<file path="src/rtl/vrf_rd_seq_if.sv">
// Request, RAM-port and output-stream signals of the VRF read sequencer.
// The sequencer uses the slave modport; the surrounding environment uses the master modport.
interface vrf_rd_seq_if #(
  parameter int ADDR_WIDTH = 10,
  parameter int DATA_WIDTH = 64,
  parameter int LEN_WIDTH  = 3
);
  logic                  req_valid;
  logic                  req_ready;
  logic [ADDR_WIDTH-1:0] req_addr;
  logic [LEN_WIDTH-1:0]  req_len;
  logic                  ram_en;
  logic [ADDR_WIDTH-1:0] ram_addr;
  logic [DATA_WIDTH-1:0] ram_dout;
  logic                  out_valid;
  logic                  out_ready;
  logic [DATA_WIDTH-1:0] out_data;
  logic                  out_last;
  logic                  busy;

  modport slave (
    input  req_valid, req_addr, req_len, ram_dout, out_ready,
    output req_ready, ram_en, ram_addr, out_valid, out_data, out_last, busy
  );

  modport master (
    output req_valid, req_addr, req_len, ram_dout, out_ready,
    input  req_ready, ram_en, ram_addr, out_valid, out_data, out_last, busy
  );
endinterface

</file>
<file path="src/rtl/vrf_rd_seq.sv">
// Burst read sequencer for one VRF RAM port.
// It absorbs the 1-cycle read latency and streams the words through a 2-entry credit FIFO.
module vrf_rd_seq #(
  parameter int ADDR_WIDTH = 10,
  parameter int DATA_WIDTH = 64,
  parameter int LEN_WIDTH  = 3
) (
  input  logic          clk,
  input  logic          rst_n,
  vrf_rd_seq_if.slave   bus
);
  localparam logic [0:0] IDLE = 1'b0;
  localparam logic [0:0] BUSY = 1'b1;

  logic [0:0]            state_q, state_d;
  logic [ADDR_WIDTH-1:0] base_q, base_d;
  logic [LEN_WIDTH-1:0]  idx_q, idx_d;
  logic [LEN_WIDTH-1:0]  remaining_q, remaining_d;
  logic                  inflight_q, inflight_d;
  logic                  inflight_last_q, inflight_last_d;
  logic [DATA_WIDTH-1:0] fifo_data_q [2];
  logic [DATA_WIDTH-1:0] fifo_data_d [2];
  logic [1:0]            fifo_last_q, fifo_last_d;
  logic                  rd_ptr_q, rd_ptr_d;
  logic                  wr_ptr_q, wr_ptr_d;
  logic [1:0]            count_q, count_d;

  logic       pop;
  logic       push;
  logic       accept;
  logic       issue;
  logic [2:0] occupancy;

  // Credit includes this cycle's pop, which keeps 1 beat/cycle with out_ready held high.
  always_comb begin
    pop       = (count_q != 2'd0) & bus.out_ready;
    push      = inflight_q;
    occupancy = {1'b0, count_q} + {2'b00, inflight_q} - {2'b00, pop};
    accept    = (state_q == IDLE) & bus.req_valid;
    issue     = (state_q == BUSY) & (occupancy < 3'd2);
  end

  assign bus.req_ready = (state_q == IDLE);
  assign bus.ram_en    = issue;
  assign bus.ram_addr  = base_q + ADDR_WIDTH'(idx_q);
  assign bus.out_valid = (count_q != 2'd0);
  assign bus.out_data  = fifo_data_q[rd_ptr_q];
  assign bus.out_last  = fifo_last_q[rd_ptr_q];
  assign bus.busy      = (state_q == BUSY) | inflight_q | (count_q != 2'd0);

  always_comb begin
    state_d         = state_q;
    base_d          = base_q;
    idx_d           = idx_q;
    remaining_d     = remaining_q;
    inflight_d      = issue;
    inflight_last_d = issue & (remaining_q == '0);
    fifo_data_d     = fifo_data_q;
    fifo_last_d     = fifo_last_q;
    rd_ptr_d        = rd_ptr_q;
    wr_ptr_d        = wr_ptr_q;
    count_d         = count_q + {1'b0, push} - {1'b0, pop};

    if (accept) begin
      base_d      = bus.req_addr;
      remaining_d = bus.req_len;
      idx_d       = '0;
      state_d     = BUSY;
    end

    if (issue) begin
      idx_d       = idx_q + 1'b1;
      remaining_d = remaining_q - 1'b1;
      if (remaining_q == '0) begin
        state_d = IDLE;
      end
    end

    if (push) begin
      fifo_data_d[wr_ptr_q] = bus.ram_dout;
      fifo_last_d[wr_ptr_q] = inflight_last_q;
      wr_ptr_d              = ~wr_ptr_q;
    end

    if (pop) begin
      rd_ptr_d = ~rd_ptr_q;
    end
  end

  always_ff @(posedge clk or negedge rst_n) begin
    if (!rst_n) begin
      state_q         <= IDLE;
      base_q          <= '0;
      idx_q           <= '0;
      remaining_q     <= '0;
      inflight_q      <= 1'b0;
      inflight_last_q <= 1'b0;
      fifo_last_q     <= '0;
      rd_ptr_q        <= 1'b0;
      wr_ptr_q        <= 1'b0;
      count_q         <= '0;
    end else begin
      state_q         <= state_d;
      base_q          <= base_d;
      idx_q           <= idx_d;
      remaining_q     <= remaining_d;
      inflight_q      <= inflight_d;
      inflight_last_q <= inflight_last_d;
      fifo_last_q     <= fifo_last_d;
      rd_ptr_q        <= rd_ptr_d;
      wr_ptr_q        <= wr_ptr_d;
      count_q         <= count_d;
    end
  end

  // Payload storage needs no reset; it is only observed once count is non-zero.
  always_ff @(posedge clk) begin
    fifo_data_q <= fifo_data_d;
  end
endmodule

</file>
<file path="src/flat_wrapper.sv">
// flat-port wrapper written by rule: the top's interface ports become plain ports
module vrf_rd_seq_flat 
#(
  parameter int ADDR_WIDTH = 10,
  parameter int DATA_WIDTH = 64,
  parameter int LEN_WIDTH  = 3
)
  (clk, rst_n, bus_req_valid, bus_req_addr, bus_req_len, bus_ram_dout, bus_out_ready, bus_req_ready, bus_ram_en, bus_ram_addr, bus_out_valid, bus_out_data, bus_out_last, bus_busy);
  vrf_rd_seq_if #(.ADDR_WIDTH(ADDR_WIDTH), .DATA_WIDTH(DATA_WIDTH), .LEN_WIDTH(LEN_WIDTH)) bus_i ();
  input  logic clk;
  input  logic rst_n;
  input wire logic [$bits(bus_i.req_valid)-1:0] bus_req_valid;
  input wire logic [$bits(bus_i.req_addr)-1:0] bus_req_addr;
  input wire logic [$bits(bus_i.req_len)-1:0] bus_req_len;
  input wire logic [$bits(bus_i.ram_dout)-1:0] bus_ram_dout;
  input wire logic [$bits(bus_i.out_ready)-1:0] bus_out_ready;
  output wire logic [$bits(bus_i.req_ready)-1:0] bus_req_ready;
  output wire logic [$bits(bus_i.ram_en)-1:0] bus_ram_en;
  output wire logic [$bits(bus_i.ram_addr)-1:0] bus_ram_addr;
  output wire logic [$bits(bus_i.out_valid)-1:0] bus_out_valid;
  output wire logic [$bits(bus_i.out_data)-1:0] bus_out_data;
  output wire logic [$bits(bus_i.out_last)-1:0] bus_out_last;
  output wire logic [$bits(bus_i.busy)-1:0] bus_busy;
  assign bus_i.req_valid = bus_req_valid;
  assign bus_i.req_addr = bus_req_addr;
  assign bus_i.req_len = bus_req_len;
  assign bus_i.ram_dout = bus_ram_dout;
  assign bus_i.out_ready = bus_out_ready;
  assign bus_req_ready = bus_i.req_ready;
  assign bus_ram_en = bus_i.ram_en;
  assign bus_ram_addr = bus_i.ram_addr;
  assign bus_out_valid = bus_i.out_valid;
  assign bus_out_data = bus_i.out_data;
  assign bus_out_last = bus_i.out_last;
  assign bus_busy = bus_i.busy;
  vrf_rd_seq #(.ADDR_WIDTH(ADDR_WIDTH), .DATA_WIDTH(DATA_WIDTH), .LEN_WIDTH(LEN_WIDTH)) u_core (.clk(clk), .rst_n(rst_n), .bus(bus_i));
endmodule
</file>
<file path="config.mk">
export PLATFORM = sky130hd
export DESIGN_NAME = vrf_rd_seq_flat
export DESIGN_NICKNAME = d
export VERILOG_FILES = /design/src/rtl/vrf_rd_seq_if.sv /design/src/rtl/vrf_rd_seq.sv /design/src/flat_wrapper.sv
export SDC_FILE = /design/constraint.sdc
export NUM_CORES = 1
export LEC_CHECK = 0
export CORE_UTILIZATION = 48
export CTS_CLUSTER_SIZE = 12
export DETAILED_ROUTE_END_ITERATION = 7
export PLACE_DENSITY = 0.77
export SLEW_MARGIN = 20
export SYNTH_ARGS = -nofsm -noshare
export SYNTH_HDL_FRONTEND = slang
export SYNTH_SLANG_ARGS = --single-unit
</file>
<file path="constraint.sdc">
create_clock -name clk -period 5.45 [get_ports clk]
set_input_delay 0.545 -clock clk [delete_from_list [all_inputs] [get_ports clk]]
set_output_delay 0.545 -clock clk [all_outputs]
set_load 0.02 [all_outputs]
</file>
-- After elaboration in Yosys (flattened, before gate mapping)
Index checks and enable logic that the tools add are counted.
- $add $sub $neg: 7
- magnitude comparators: 7
- muxes and demuxes: 18
- bitwise logic cells: 11
- reductions and logical operators: 5
- operator list (cell ; count):
    2-to-1 mux 64 bit ; 4
    bitwise mux 128 bit ; 1
    demux 64 bit (select 1 bit) ; 1
    2-to-1 mux 3 bit ; 4
    adder 10 x 3 -> 10 bit ; 1
    2-to-1 mux 1 bit ; 6
    AND 1 bit ; 4
    >= comparator 2 bit, second input constant ; 2
    < comparator 1 x 2 -> 1 bit, second input constant ; 2
    NOT 1 -> 2 bit ; 2
    nonzero test 2 bit ; 2
    adder 2 x 1 -> 3 bit ; 1
    adder 3 x 1 -> 3 bit, second input constant ; 1
    logical NOT 3 bit ; 1
    < comparator 3 x 2 -> 1 bit, second input constant ; 1
    NOT 1 bit ; 3
    subtractor 3 x 1 -> 3 bit ; 1
    subtractor 3 x 1 -> 3 bit, second input constant ; 1
    adder 2 x 1 -> 2 bit ; 1
    bitwise mux 2 bit ; 1
    logical AND 1 bit ; 2
    < comparator 2 x 1 -> 1 bit, second input constant ; 1
    bitwise OR 1 bit ; 2
    subtractor 2 x 1 -> 2 bit ; 1
    other kinds (2) ; 2
- bits in registers: 153
- input bits: 81
- output and inout bits: 79
- word-level logic and storage cells: 60

-- Logic depth before layout (Yosys ltp)
Gate-level depths: netlist of the first run.
- depth in word-level cells: 6
- gate-level depth with buffers: 10
- gate-level depth less buffers: 9

-- Worst setup path before layout of the first run
OpenSTA, ideal clock, no wires.
- path type: flip-flop to flip-flop
- from: reg u_core.inflight_q
- to: reg u_core.fifo_last_q[0]
- library setup time: 128 ps
- arrival: 3644 ps
- data required time: 5322 ps
- path slack: 1678 ps
- cell stages (with the launch flop): 4
- path buffers: 0
- clock period less this slack: 3772 ps
- cell sequence: dfrtp_1 inv_1 nor2_1 mux2_2
- RTL lines (item ; RTL line ; text):
    start: declaration ; vrf_rd_seq.sv:19 ; logic inflight_q, inflight_d;
    start signal: assignment ; vrf_rd_seq.sv:107 ; inflight_q <= inflight_d;
    end signal: assignment ; vrf_rd_seq.sv:109 ; fifo_last_q <= fifo_last_d;
    end: declaration ; vrf_rd_seq.sv:23 ; logic [1:0] fifo_last_q, fifo_last_d;

-- Worst setup path after layout of the first run
- from: reg u_core.count_q[1]
- to: out bus_ram_en
- word-level cells in the longest chain between the ends: 5
- elaborated cells between the ends (all ways): 6
- classes of those cells: 2 x add/sub; 1 x order compare; 2 x bitwise; 1 x reduce/logical
- ends and longest elaborated chain (item ; RTL line ; text):
    start: declaration ; vrf_rd_seq.sv:26 ; logic [1:0] count_q, count_d;
    start signal: assignment ; vrf_rd_seq.sv:112 ; count_q <= count_d;
    nonzero test 2 bit ; vrf_rd_seq.sv:36 ; pop = (count_q != 2'd0) & bus.out_ready;
    AND 1 bit ; vrf_rd_seq.sv:36 ;
    via u_core.pop ; vrf_rd_seq.sv:28 ; logic pop;
    subtractor 3 x 1 -> 3 bit ; vrf_rd_seq.sv:38 ; occupancy = {1'b0, count_q} + {2'b00, inflight_q} - {2'b00, pop};
    < comparator 3 x 2 -> 1 bit ; vrf_rd_seq.sv:40 ; issue = (state_q == BUSY) & (occupancy < 3'd2);
    AND 1 bit ; vrf_rd_seq.sv:40 ;
    end: declaration ; flat_wrapper.sv:18 ; output wire logic [$bits(bus_i.ram_en)-1:0] bus_ram_en;
The timed path passes the listed nets, and every way through them passes these cells.

==> results.md, run 1 <==
* Final setup viols at 0
* Final Hold Viols at 0
* Data arrival, critical path at ~3.6 ns
* CTS Sinks at between 150 and 200
* Final Max Slew Viols at 0
* Clk root buf: clkbuf_16
* Synth unique cells at 35
* # fillers at between 800 and 900
* Cell Pwr Density at 570 mW/mm^2
* Cell Area, Synth at 0.00593 sq mm
* Largest net degree at the start of global routing at 50
* Worst Setup Start Kind: flop
* Layout area overhead at 39.4%
* Cts hold-fix bufs at 0
* Clock Path Buffers at 2
* CP Capture Type: primary output
* Core Area at 0.0120 sq mm
* Critical path type: flop to primary output
* Vias in the first global route at 3483
* First-pass GRT wire length at 18000 microns
* Post-route ant nets at 0
* Die H at 113 microns
* CTS tree: yes
* Post-DP HPWL at 7570 microns
* TNS Setup at 0 ns
* Final Power at 4.71 mW
* Final #Nets at about 600
* Seq pwr share at a little under two fifths
* Sw Share at 32.3%
* Yosys warnings at 0
* Leakage at 3.01 nW
* Number of remaining DRC errors at 0
* Vias at 3358
* Clk_lat worst skew at 0.41 ns
* Cell row count at 40
* Initial core utilization at 49.4%
* Initial antenna violation count at 0
* Post-Layout Cell Count at ~670
* Post CTS Setup Buffer Count at 0
* Diode count at 0
* Die Area at around 0.013 sq mm
* Syn avg cell area at 17.8 sq um
* Post-CTS sizing at 0
* Final wirelength at 11500 microns
* Multi-input gate area at between 0.001 and 0.0015 sq mm
* Slew @ Worst Pin at 0.889 ns
* WL/cell at 17.3 microns
* Reg area at 0.00447 sq mm
* P_int at around 3.2 mW
* Crit Path Max Fanout at 9
* VDD IR max at 0.366 mV
* Max cap viols at 0
* HP Class: input pin to asynchronous set/reset pin
* CTS buffer count at 17
* Worst Setup SP: u_core.count_q[1]
* Comb power frac at 38.0%
* Clock Power Share at 24.4%
* Flops & latches, synth at 153
* Final worst path period share at 76.0%
* Slew HR at 40.6%
* Worst R2R Start: u_core.count_q[1]
* DRT iter0 DRCs at approximately 160
* Skew final at 0.00829 ns
* Worst-path clk slew at about 0.060 ns
* GP Congestion at roughly 0.8
* Fmax at 241 MHz
* Die X at 113 microns
* Fin crit period at 4.14 ns
* Remaining global-route overflow at 0
* Status: complete, no violations
* Syn Inst Count at 334
* IO Pins at 160
* Required @ worst endpoint at 4.91 ns
* Cell Count Post-Placement at 633
* Layout cells sized above 1 at 19.9%
* Syn nets at 425
* Fin Hold WS at 0.128 ns
* H-tree lvl count at 4
* Seq/Total Area, Yosys at 75.3%
* I/O Buffers at 159
* Psw at 1.52 mW
* DR pass1 iterations at 4
* Unrepaired setup endpoints after global routing: false
* Final design utilization at 68.9%
* Vias per std cell at 5.05
* Global Route Usage Sum at between 10% and 20%
[per-stage QoR]
step	setup slack, ns	instance area [sq um]
final	1.31	8270
after global routing	1.13	8270
after CTS	1.28	8270
after detailed placement	1.54	7690
after global placement	1.58	7690
after floorplan	1.68	5930
[synthesized netlist by cell type]
cell / count / share of area, %
fa_1: 2 / 0.67
or2_2: 1 / 0.11
o311ai_0: 2 / 0.30
o311ai_1: 1 / 0.15
or2_1: 1 / 0.11
nor2b_1: 2 / 0.21
nor2_1: 2 / 0.13
buf_2: 7 / 0.59
xor2_1: 6 / 0.89
a211oi_1: 1 / 0.13
nor3_1: 1 / 0.084
a21oi_1: 3 / 0.25
inv_1: 15 / 0.95
nand2b_1: 2 / 0.21
nand4_1: 1 / 0.11
o21ai_0: 3 / 0.25
o221ai_1: 1 / 0.15
and4_1: 1 / 0.15
buf_6: 1 / 0.19
mux2i_1: 1 / 0.17
mux2_4: 1 / 0.25
o32a_2: 1 / 0.19
or3_1: 1 / 0.11
nand2_1: 34 / 2.2
xnor2_1: 5 / 0.74
dfrtp_1: 25 / 11
mux2_2: 67 / 13
nand3_1: 1 / 0.084
ha_1: 8 / 1.7
o211ai_1: 3 / 0.38
o31ai_1: 1 / 0.13
clkbuf_1: 2 / 0.13
edfxtp_1: 128 / 65
and2_1: 2 / 0.21
o2111ai_1: 1 / 0.15
[registers in the layout, indices dropped and copies added (netlist names)]
name / flops
u_core.base_q: 10
u_core.count_q: 2
u_core.fifo_data_q: 128
u_core.fifo_last_q: 2
u_core.idx_q: 3
u_core.inflight_last_q: 1
u_core.inflight_q: 1
u_core.rd_ptr_q: 1
u_core.remaining_q: 3
u_core.state_q: 1
u_core.wr_ptr_q: 1
[kinds of logic (layout without fill, tap and decap cells)]
family / Yosys count / after routing / synth area share (%)
AOI/OAI and AO/OA: 17 / 17 / 2.07
xor gates and xnor gates: 11 / 11 / 1.62
adders and majority gates: 10 / 10 / 2.36
buffers and inverters: 25 / 209 / 1.86
DFF: 153 / 153 / 75.3
muxes: 69 / 69 / 13.1
and+or+nand+nor: 49 / 49 / 3.65
[layout make-up]
class | instances | area share, %
Clock buffer | 19 | 5.23
Timing Repair Buffer | 162 | 19.5
Clock inverter | 13 | 1.85
Multi-Input combinational cell | 156 | 16.5
Sequential cell | 153 | 54.1
Inverter | 15 | 0.681
Tap cell | 147 | 2.22
[power groups by stage]
stage                     combinational [mW]  sequential (mW)  clock, mW
after floorplan                         1.13             1.70          0
after global placement                  1.78             1.78          0
after detailed placement                1.79             1.80          0
after CTS                               1.81             1.77       1.17
after global routing                    1.92             1.80       1.22
final                                   1.79             1.77       1.15
[cells in the final DEF, fill, tap and decap left out, types with 2 or more instances in the layout]
master and instances:
xnor2_1 5, xor2_1 6, edfxtp_1 128, fa_1 2, nand2_1 34, clkdlybuf4s50_1 158
clkbuf_16 17, clkinv_4 3, nand2b_1 2, o21ai_0 3, a21oi_1 3, o211ai_1 3
ha_1 8, bufinv_16 3, nor2b_1 2, o311ai_0 2, dfrtp_1 24, clkinv_1 4
clkbuf_1 2, buf_4 3, mux2_2 67, inv_1 15
[worst max-delay path, stage by stage, from the launching register on]
cell and delay, ns:
dfrtp_1 0.40, or2_2 0.33, and2_1 0.19, ha_1 0.28
inv_1 0.04, ha_1 0.18, fa_1 0.45, nand2b_1 0.22
or2_1 0.39, inv_1 0.11, clkdlybuf4s50_1 0.60
[final timing paths]
check | endpoint | cells past startpoint | slack, ns
hold reg to reg | u_core.base_q[0] | 2 | 0.50
min in group clk | u_core.base_q[0] | 2 | 0.50
max in group asynchronous | u_core.rd_ptr_q | 1 | 4.88
hold / removal | u_core.inflight_q | 1 | 0.13
setup / recovery | bus_ram_en | 10 | 1.31
setup reg to reg | u_core.state_q | 9 | 2.49
[metal layers]
metal | up-vias | track usage, % | share of wire (%)
li1 | 1595 | - | -
met1 | 1622 | 23.2 | 43
met2 | 131 | 31.2 | 48
met3 | 10 | 6.48 | 8.0
met4 | 0 | 7.54 | 1.1
met5 | - | 0 | 0
(Power assumes the default switching activity.)
==> run 2, diff against run 1 <==
Clock period 5.45 ns to 3.9 ns, I/O delays scaled along.
==> results.md, run 2 (same netlist as run 1, synthesis figures left out) <==
* VDD IR max at 0.615 mV
* Post-route ant nets at 0
* Data arrival, critical path at 3.24 ns
* IO Pins at 160
* Top reg by flops: u_core.fifo_data_q
* Crit Path Max Fanout at 9
* Critical Path Sink: bus_ram_en
* Cell Pwr Density at between 700 and 800 mW/mm^2
* Multi-input gate area at 0.00137 sq mm
* H-tree lvl count at 4
* WL/cell at 17.5 microns
* DRT iter0 DRCs at 200
* Largest net degree at the start of global routing at 42
* Unrepaired setup endpoints after global routing: false
* Core Area at 0.0120 sq mm
* Commonest cells after routing, fill and taps aside: 157 x clkdlybuf4s50_1, 128 x edfxtp_1, 67 x mux2_2
* Slew HR at 31.9%
* Leakage at ~3.0 nW
* Slew @ Worst Pin at approximately 1.0 ns
* Post-DP HPWL at 7780 microns
* Failing checks: hold timing
* Post-CTS sizing at 2
* Fmax at 276 MHz
* Critical path type: flop to primary output
* CTS tree: yes
* Clk_lat worst skew at around 0.40 ns
* Fin crit period at about 3.6 ns
* CP Capture Type: primary output
* Cts hold-fix bufs at 0
* Clk root buf: clkbuf_16
* Diode count at 0
* CP Buf/Inv Count at 3
* Remaining global-route overflow at 0
* I/O Buffers at approximately 160
* GP Congestion at 0.802
* Peak per-stage delay on the critical path at 0.45 ns
* Layout area overhead at 39.5%
* Global Route Usage Sum at 19.1%
* Critical path, cell by cell: or2_2 > and2_1 > ha_1 > inv_1 > ha_1 > fa_1 > nand2b_1 > or2_4 > inv_1 > dlygate4sd2_1
* # fillers at 846
* Layout cells sized above 1 at 20.4%
* HP Class: input pin to asynchronous set/reset pin
* Worst R2R Start: u_core.count_q[1]
* Fin Hold WS at -0.0224 ns
* Final worst path period share at about 93%
* CTS Sinks at 153
* Cell row count at 40
* Post CTS Setup Buffer Count at 0
* Reg-to-reg setup timing slack at 1.04 ns
* Vias in the first global route at 3528
* TNS Setup at 0 ns
* Max reg flops at 128
* Critical Path Stages at 10
* Number of remaining DRC errors at 0
* Max cap viols at 0
* Vias at about 3400
* Required @ worst endpoint at 3.51 ns
* DR pass1 iterations at 4
* Die H at 113 microns
* Final wirelength at 11600 microns
* CTS buffer count at 17
* Die X at 113 microns
* Reg area at 0.00447 sq mm
* Initial antenna violation count at 0
* Worst-path clk slew at approximately 0.06 ns
* Slowest cell on the critical path: fa_1
* Commonest non-fill, non-tap cell in the layout: clkdlybuf4s50_1
* FF-to-FF End: u_core.state_q
* Final setup viols at 0
* Initial core utilization at 49.4%
* Final Hold Viols at 25
* Die Area at roughly 0.013 sq mm
* Worst Setup Start Kind: flop
* Final Max Slew Viols at 0
* Vias per std cell at a little over 5
* Worst r2r path cells at 9
* Clock Path Buffers at 2
* Worst Setup SP: u_core.count_q[1]
* Largest regs: u_core.fifo_data_q (128), u_core.base_q (10)
* Status: finished, violations left
* Skew final at 0.00438 ns
* Top delay family on crit path: simple AND/OR/NAND/NOR gates
* Final #Nets at 597
* First-pass GRT wire length at ~18000 microns
[run 2: worst min-delay path by stage]
stage | end | startpoint | depth (start not counted)
finish | u_core.base_q[0] | rst_n | 1
global route | u_core.inflight_last_q | rst_n | 1
CTS | u_core.base_q[2] | u_core.base_q[2] | 2
detailed placement | u_core.base_q[2] | u_core.base_q[2] | 2
global placement | u_core.base_q[2] | u_core.base_q[2] | 2
floorplan | u_core.base_q[0] | rst_n | 0
[run 2: per-layer routing]
| layer | GRT usage, % | up-vias | part of all wire (%) |
|---|---|---|---|
| li1 | - | 1599 | - |
| met5 | 0 | - | 0 |
| met1 | 24.5 | 1675 | 43 |
| met2 | 31.5 | 128 | 49 |
| met3 | 4.87 | 15 | 6.0 |
| met4 | 6.67 | 0 | 1.3 |
[run 2: cell type report]
| cell class | instances | share of cell area [%] |
|---|---|---|
| clock buffers | 18 | 5.18 |
| inverters | 15 | 0.680 |
| multi-input cells | 156 | 16.5 |
| clock inverters | 14 | 1.59 |
| well taps | 147 | 2.22 |
| repair buffers | 163 | 19.8 |
| flip-flops and latches | 153 | 54.0 |
[run 2: through the flow]
| step | util, % | setup slack [ns] | power, mW | instance area [sq um] | instances |
|---|---|---|---|---|---|
| after CTS | 69.0 | 0.251 | 6.63 | 8280 | 666 |
| final | 68.9 | 0.272 | 6.56 | 8280 | 666 |
| after floorplan | - | 0.128 | 3.95 | 5930 | 334 |
| after global placement | 64.3 | 0.344 | 5.01 | 7720 | 634 |
| after detailed placement | 64.3 | 0.306 | 5.06 | 7720 | 634 |
| after global routing | 68.9 | 0.107 | 6.88 | 8280 | 666 |
[run 2: report_power, final]
part / switching (mW) / internal (mW)
combinational: 1.32 / 1.28
sequential: 0.218 / 2.21
clock: 0.609 / 0.932
total: 2.15 / 4.42
==> run 3, diff against run 2 <==
Clock period 3.9 ns to 3.6 ns, I/O delays scaled along.
==> results.md, run 3 (same netlist as run 1, synthesis figures left out) <==
* Status: complete, no violations
* Data arrival, critical path at 3.01 ns
* Commonest non-fill, non-tap cell in the layout: clkdlybuf4s50_1
* Commonest cells after routing, fill and taps aside: 157 x clkdlybuf4s50_1, 128 x edfxtp_1, 67 x mux2_2
* Final #Nets at 600
* Clk_lat worst skew at 0.41 ns
* Cell Pwr Density at 861 mW/mm^2
* Initial antenna violation count at 0
* Leakage at 3.04 nW
* Final design utilization at between 60% and 70%
* Number of remaining DRC errors at 0
* Fmax at between 200 and 300 MHz
* Clock Path Buffers at 2
* Max cap viols at 0
* Critical path type: flop to primary output
* Top Usage Layer GRT: met2
* TNS Setup at 0 ns
* Diode count at 0
* Die Area at 0.0128 sq mm
* Worst Setup SP: u_core.count_q[1]
* CP Capture Type: primary output
* Vias in the first global route at 3578
* Remaining global-route overflow at 0
* Clk root buf: clkbuf_16
* Vias at 3386
* Final Power at 7.17 mW
* WL/cell at 16.9 microns
* DR pass1 iterations at 4
* Met1 GRT Util at 23.4%
* Die H at 113 microns
* Final Hold Viols at 0
* Skew final at 0.0100 ns
* Met2 Use GR at 30.8%
* Vias per std cell at 5.06
* Finished Cell Area at 0.00833 sq mm
* Fin Hold WS at roughly 0.47 ns
* CTS Sinks at 153
* Worst Setup Start Kind: flop
* HP Class: input pin to asynchronous set/reset pin
* Core Area at ~0.012 sq mm
* DRT iter0 DRCs at 196
* Worst R2R Start: u_core.count_q[1]
* Post-DP HPWL at 7530 microns
* Slew @ Worst Pin at just under 0.9 ns
* Final worst path period share at a little over nine tenths
* Crit Path Max Fanout at 5
* First-pass GRT wire length at around 18000 microns
* Cell row count at 40
* Worst-path clk slew at 0.06 ns
* Slew HR at 42.0%
* Required @ worst endpoint at 3.24 ns
* Final Max Slew Viols at 0
* Max reg flops at 128
* Cell Count Post-Placement at between 600 and 700
* Largest net degree at the start of global routing at 41
* Largest regs: u_core.fifo_data_q (128), u_core.base_q (10)
* Layout area overhead at 40.4%
* Initial core utilization at 49.4%
* Final WS setup at 0.226 ns
* Final wirelength at approximately 11000 microns
* Die X at 113 microns
* GP Congestion at 0.881
* Post-Layout Cell Count at between 600 and 700
* VDD IR max at 0.612 mV
* Unrepaired setup endpoints after global routing: false
* Post-DP Area at approximately 0.0077 sq mm
* Global Route Usage Sum at 18.6%
* GR Util met3 at 6.05%
* Final setup viols at 0
* Place WS at roughly 0.22 ns
* Top reg by flops: u_core.fifo_data_q
* Reg-to-reg setup timing slack at 0.62 ns
* CTS tree: yes
* CTS buffer count at 17
* Fin crit period at approximately 3.4 ns
* IO Pins at 160
* H-tree lvl count at 4
* I/O Buffers at 159
* Post-route ant nets at 0
* Layout cells sized above 1 at a little over a fifth
[run 3: what timing repair did]
action | 4_1_cts | 5_1_grt
gates resized for setup | 1 | 2
hold endpoints to repair | 0 | 25
hold buffers | 0 | 1
buffers inserted | 0 | 0
endpoints found under the setup margin | 1 | 1
[run 3: final timing paths]
check	end	cells after the start
max in group asynchronous	u_core.rd_ptr_q	2
worst max-delay path	bus_ram_en	10
worst min-delay path	u_core.state_q	2
min in group clk	u_core.base_q[2]	2
worst min register to register	u_core.base_q[2]	2
worst max register to register	u_core.state_q	10
[run 3: worst max-delay path, stage by stage, from the launching register on]
cell,delay [ns]
dfrtp_1,0.41
or2_2,0.33
and2_1,0.20
ha_1,0.28
inv_1,0.04
ha_1,0.18
fa_1,0.45
nand2b_1,0.21
or2_1,0.27
inv_1,0.08
clkbuf_2,0.16
[run 3: routing by layer]
metal,vias up,wire length [microns]
met5,-,0
met4,0,157
met3,14,762
met2,130,5650
met1,1648,4730
li1,1594,-
[run 3: layout make-up]
type / instances / area (sq um)
clock buffers: 22 / 464
fillers: 821 / 3680
well taps: 147 / 184
flip-flops and latches: 153 / 4470
clock inverters: 10 / 116
multi-input cells: 156 / 1360
repair buffers: 166 / 1670
inverters: 15 / 56.3
[run 3: power breakdown]
part	switching, mW	leakage (nW)	total [mW]	internal, mW
clock network	0.663	0.281	1.72	1.06
registers	0.235	1.48	2.63	2.39
logic	1.42	1.27	2.82	1.40
